## config.mk

```make
export PLATFORM = sky130hd
export DESIGN_NAME = icache
export DESIGN_NICKNAME = d
export VERILOG_FILES = /design/src/rtl/icache_pkg.sv /design/src/rtl/icache_array.sv /design/src/rtl/icache.sv
export SDC_FILE = /design/constraint.sdc
export NUM_CORES = 2
export LEC_CHECK = 0
export CAP_MARGIN = 0
export CORE_ASPECT_RATIO = 0.9
export CORE_MARGIN = 5
export CORE_UTILIZATION = 39
export DETAILED_ROUTE_END_ITERATION = 6
export GPL_ROUTABILITY_DRIVEN = 0
export PLACE_DENSITY = 0.57
export SETUP_SLACK_MARGIN = 0.4
export SLEW_MARGIN = 20
export SYNTH_ARGS = -nofsm -noshare
export SYNTH_HDL_FRONTEND = slang
export SYNTH_SLANG_ARGS = --single-unit
```

## constraint.sdc

```tcl
create_clock -name clk_in -period 7.1 [get_ports clk_in]
set_clock_uncertainty 0.15 [all_clocks]
set_input_delay 0.71 -clock clk_in [delete_from_list [all_inputs] [get_ports clk_in]]
set_output_delay 0.71 -clock clk_in [all_outputs]
set_load 0.02 [all_outputs]
```

## src/rtl/icache_pkg.sv

```systemverilog
// rtl/icache_pkg.sv - shared icache state encodings and line geometry
package icache_pkg;

   typedef enum logic [1:0] {
      IDLE = 2'd0,
      MISS = 2'd1,
      RESP = 2'd2
   } state_t;

   localparam int LINE_BYTES = 4;
   localparam int CNT_BITS   = $clog2(LINE_BYTES);
   localparam logic [CNT_BITS-1:0] LAST_BYTE = CNT_BITS'(LINE_BYTES - 1);

endpackage

```

## src/rtl/icache_array.sv

```systemverilog
// rtl/icache_array.sv - direct-mapped tag/data/valid storage, comb read, sync write
module icache_array #(
   parameter int INDEX_BITS = 6,
   parameter int TAG_BITS   = 24
) (
   input  logic                  clk_in,
   input  logic                  rst_in,
   input  logic [INDEX_BITS-1:0] rd_index,
   output logic                  rd_valid,
   output logic [TAG_BITS-1:0]   rd_tag,
   output logic [31:0]           rd_data,
   input  logic                  we,
   input  logic [INDEX_BITS-1:0] wr_index,
   input  logic [TAG_BITS-1:0]   wr_tag,
   input  logic [31:0]           wr_data
);
   localparam int LINES = 1 << INDEX_BITS;

   logic [LINES-1:0]    valid_q;
   logic [TAG_BITS-1:0] tag_mem  [LINES];
   logic [31:0]         data_mem [LINES];

   assign rd_valid = valid_q[rd_index];
   assign rd_tag   = tag_mem[rd_index];
   assign rd_data  = data_mem[rd_index];

   // Only the valid bits are reset; stale tag/data are masked by them.
   always_ff @(posedge clk_in or negedge rst_in) begin
      if (!rst_in) begin
         valid_q <= '0;
      end else if (we) begin
         valid_q[wr_index] <= 1'b1;
      end
   end

   always_ff @(posedge clk_in) begin
      if (we) begin
         tag_mem[wr_index]  <= wr_tag;
         data_mem[wr_index] <= wr_data;
      end
   end

endmodule

```

## src/rtl/icache.sv

```systemverilog
// rtl/icache.sv - read-only direct-mapped instruction cache, one word per line,
// refilled a byte at a time from the memory arbiter
module icache
   import icache_pkg::*;
#(
   parameter int INDEX_BITS = 6
) (
   input  logic        clk_in,
   input  logic        rst_in,
   input  logic        rdy_in,
   input  logic        to_icache,
   input  logic [31:0] pc_to_icache,
   output logic        have_result,
   output logic [31:0] inst_from_icache,
   output logic        mem_req,
   output logic [31:0] mem_addr,
   input  logic        mem_valid,
   input  logic [7:0]  mem_data
);
   localparam int TAG_BITS = 30 - INDEX_BITS;

   state_t                state;
   logic [CNT_BITS-1:0]   cnt;
   logic [INDEX_BITS-1:0] miss_index;
   logic [TAG_BITS-1:0]   miss_tag;
   logic [23:0]           byte_buf;

   logic                  rd_valid;
   logic [TAG_BITS-1:0]   rd_tag;
   logic [31:0]           rd_data;
   logic                  hit;
   logic                  fill_we;
   logic [31:0]           fill_word;
   logic                  unused_pc_bits;

   assign hit       = rd_valid && (rd_tag == pc_to_icache[31:INDEX_BITS+2]);
   assign fill_word = {mem_data, byte_buf};
   assign fill_we   = rdy_in && (state == MISS) && mem_valid && (cnt == LAST_BYTE);
   assign unused_pc_bits = ^pc_to_icache[1:0];

   icache_array #(
      .INDEX_BITS (INDEX_BITS),
      .TAG_BITS   (TAG_BITS)
   ) u_array (
      .clk_in   (clk_in),
      .rst_in   (rst_in),
      .rd_index (pc_to_icache[INDEX_BITS+1:2]),
      .rd_valid (rd_valid),
      .rd_tag   (rd_tag),
      .rd_data  (rd_data),
      .we       (fill_we),
      .wr_index (miss_index),
      .wr_tag   (miss_tag),
      .wr_data  (fill_word)
   );

   always_ff @(posedge clk_in or negedge rst_in) begin
      if (!rst_in) begin
         state            <= IDLE;
         cnt              <= '0;
         miss_index       <= '0;
         miss_tag         <= '0;
         byte_buf         <= '0;
         have_result      <= 1'b0;
         inst_from_icache <= '0;
         mem_req          <= 1'b0;
         mem_addr         <= '0;
      end else if (rdy_in) begin
         have_result <= 1'b0;
         unique case (state)
            IDLE: begin
               if (to_icache) begin
                  if (hit) begin
                     have_result      <= 1'b1;
                     inst_from_icache <= rd_data;
                  end else begin
                     miss_index <= pc_to_icache[INDEX_BITS+1:2];
                     miss_tag   <= pc_to_icache[31:INDEX_BITS+2];
                     cnt        <= '0;
                     mem_req    <= 1'b1;
                     mem_addr   <= {pc_to_icache[31:2], 2'b00};
                     state      <= MISS;
                  end
               end
            end
            MISS: begin
               if (mem_valid) begin
                  cnt      <= cnt + 1'b1;
                  mem_addr <= mem_addr + 32'd1;
                  // The last byte goes straight into the line and the result
                  // register, so the RESP cycle itself carries have_result.
                  if (cnt == LAST_BYTE) begin
                     mem_req          <= 1'b0;
                     have_result      <= 1'b1;
                     inst_from_icache <= fill_word;
                     state            <= RESP;
                  end else begin
                     byte_buf[{cnt, 3'b000} +: 8] <= mem_data;
                  end
               end
            end
            RESP:    state <= IDLE;
            default: state <= IDLE;
         endcase
      end
   end

endmodule
```

==> flow_metrics.env <==
export IMPL_static_leakage_power_nw=54.7
export IMPL_site_rows=214
export IMPL_path_cells="buf_16, buf_4, buf_4, mux4_2, a32oi_1, o32ai_1, nor4_1, nand3_1, a22oi_1, o2111ai_1, nor2_4, a21oi_4, buf_4, mux2_2"
export IMPL_hpwl_um=247000
export IMPL_buffer_ports_inserted=108
export IMPL_critical_path_slowest_cell="nor2_4"
export IMPL_route_detailed_vias_per_inst=6.01
export IMPL_critPathMostFrequentCell="buf_4"
export IMPL_family_with_the_most_delay_on_the_worst_path="buffers and inverters"
export IMPL_syn2layout_area_growth_pct=15.0
export IMPL_ys_flop_type="edfxtp_1"
export IMPL_cts_resized=0
export IMPL_async_flop_share_pct=4.98
export IMPL_fraction_of_final_layout_cells_with_drive_strength_greater_than_1_pct=26.6
export IMPL_mostFrequentLayoutCells="edfxtp_1 (3584), mux4_2 (917), clkbuf_16 (395)"
export IMPL_overflow=0
export IMPL_hold_class="in -> reg"
export IMPL_floorplan_die_area_um2=390000
export IMPL_antenna_found_initial=12
export IMPL_worst_slew_pin_transition_ns=1.21
export IMPL_detailedRoute_firstPassIterationCount=7
export IMPL_period_minus_ws_final_ns=5.11
export IMPL_pin_count=111
export IMPL_cell_type_with_the_largest_total_area_after_synthesis="edfxtp_1"
export IMPL_run_status="finished with violations"
export IMPL_pre_cts_ws_ns=1.14
export IMPL_finalNetCount=7449
export IMPL_slew_headroom_pct=19.4
export IMPL_synth_top_area_share_pct=73.1
export IMPL_cts_sinks=3772
export IMPL_postSynthCellCount=6948
export IMPL_report_final_setup_viol=0
export IMPL_finalCritPeriodShare_pct=71.9
export IMPL_grt_util_all_layers_pct=22.6
export IMPL_finalHoldViolCount=0
export IMPL_endpoint_type_of_the_worst_setup_path="flip-flop"
export IMPL_core_um2=377000
export IMPL_netlist_area_pre_place_um2=147000
export IMPL_worstPathArrival_ns=5.78
export IMPL_post_cts_repair_setup_buffers=0
export IMPL_timing_reg2reg_setup_slack_ns=2.38
export IMPL_num_cts_buffers=390
export IMPL_final_setup_worst_slack_ns=1.99
export IMPL_cts_max_level=5
export IMPL_syn_num_nets=6999
export IMPL_cts_tree="built"
export IMPL_cts_root_buf="clkbuf_16"
export IMPL_timing_setup_critical_path_class="in -> reg"
export IMPL_clk_pin_slew_worst_paths_ns=0.06
export IMPL_power_density_cell_area_nw_per_um2=320
export IMPL_grt_setup_unrepaired="false"
export IMPL_failed_checks="design-rule violations"
export IMPL_cpPeakStageDelay_ns=0.60
export IMPL_routed_via_count=76321
export IMPL_drc_errors=2
export IMPL_grt_start_max_net_pins=147
export IMPL_initial_utilization_pct=39.1
export IMPL_synth_yosys_seq_area_share_pct=76.3
export IMPL_synth_edf_count=3584
export IMPL_worstPathRequired_ns=7.77
export IMPL_detail_route_iter0_violations=11009
export IMPL_report_final_slew_viol_count=0
export IMPL_fin_setup_tns_ns=0
export IMPL_drtAntennaViolNets=0
export IMPL_layout_commonest_cell="edfxtp_1"
export IMPL_postRouteWirelength_um=451000
export IMPL_ir_drop_mv=0.234
export IMPL_timing_max_cap_violations=0
export IMPL_via_count_of_the_first_global_routing_pass=74807
export IMPL_synth_warning_count=0
export IMPL_worstSetupStartpointType="input port"
export IMPL_avgSynthCellArea_um2=21.2
export IMPL_clk_latency_ns=0.99
export IMPL_grt_first_pass_wirelength_um=618000
export IMPL_yosys_top_cells_area="edfxtp_1 (73%), mux4_2 (14%), dfrtp_1 (3.2%)"
export IMPL_timing_critical_path_buf_inv=4
export IMPL_synth_cell_types=79
export IMPL_ff_latch_count_synth=3772
export IMPL_critPathMaxFanout=81
export IMPL_die_width_um=658
export IMPL_cts_max_path_buffers=4
export IMPL_wl_per_cell_um=35.5
export IMPL_die_height_um=593
export IMPL_fmax_mhz=196
-- metal layers --
layer  GRT usage (%)  up-vias  share of wire [%]
met5               0        -             0.0058
met4            9.94        4                5.0
met3            3.40      764                8.0
met2            35.3     3872                 47
met1            31.8    41689                 40
li1                -    29992                  -
-- synth_stat cells (all sizes together), types with 46 or more instances --
library cell	n
o22ai	52
nand2	247
mux2i	343
a21oi	93
clkbuf	151
nand4	46
nor2	244
edfxtp	3584
buf	249
or2	71
a22oi	112
dfrtp	188
a31oi	46
mux4	917
o21ai	81
nand3	63
mux2	55
-- cell families after synthesis --
kind of cell    after synthesis  synth area share [%]
flops                      3772                  76.3
mux                        1315                  16.8
simple gates                818                  2.61
compound gates              593                  2.73
buf+inv                     420                  1.42
xor+xnor                     24                 0.143
fa+ha+maj                     6                0.0510
-- power breakdown --
part | switching, mW | internal [mW]
combinational | 4.59 | 1.61
sequential | 0.374 | 27.1
clock | 8.62 | 12.0
-- final timing paths --
| path | start | end | depth (start not counted) |
|---|---|---|---|
| hold reg to reg | u_array.valid_q[9]$_DFFE_PN0P_ | u_array.valid_q[9]$_DFFE_PN0P_ | 1 |
| hold / removal | mem_data[0] | u_array.data_mem[30][24]$_DFFE_PP_ | 2 |
| max in group asynchronous | rst_in | inst_from_icache[5]$_DFFE_PN0P_ | 3 |
| setup reg to reg | u_array.tag_mem[62][6]$_DFFE_PP_ | miss_tag[3]$_DFFE_PN0P_ | 10 |
| min in group asynchronous | rst_in | u_array.valid_q[18]$_DFFE_PN0P_ | 2 |
| setup / recovery | pc_to_icache[2] | miss_tag[3]$_DFFE_PN0P_ | 14 |
-- state kept, by name, indices dropped and copies added, names as in the netlist --
| signal | flops |
|---|---|
| state | 2 |
| u_array.valid_q | 64 |
| mem_addr | 32 |
| miss_index | 6 |
| inst_from_icache | 32 |
| u_array.data_mem | 2048 |
| byte_buf | 24 |
| cnt | 2 |
| u_array.tag_mem | 1536 |
| mem_req | 1 |
| have_result | 1 |
| miss_tag | 24 |
-- area by class of cell --
cell class,count,area [um^2]
diodes,4,10.0
clock buffers,506,10600
inverters,20,95.1
clock inverters,221,2310
flip-flops and latches,3772,112000
repair buffers,458,4410
well taps,4968,6220
multi-input cells,2756,33400
fillers,31394,207000
-- through the flow --
| stage | hold WS (ns) | cell area [um^2] | power (mW) | utilization [%] | instances |
|---|---|---|---|---|---|
| after global placement | 0.296 | 156000 | 33.7 | 41.5 | 11970 |
| final | 0.135 | 169000 | 54.2 | 44.9 | 12705 |
| after detailed placement | 0.298 | 156000 | 34.1 | 41.5 | 11972 |
| after global routing | 0.115 | 169000 | 55.9 | 44.9 | 12702 |
| after CTS | 0.0565 | 169000 | 54.5 | 44.9 | 12700 |
| after floorplan | 0.264 | 147000 | 31.2 | - | 6948 |
-- repair_timing --
action | CTS | global route
endpoints found under the setup margin | 0 | 0
hold buffers | 1 | 0
endpoints found under the hold margin | 85 | 0
Power figures use the tool's default switching activity.
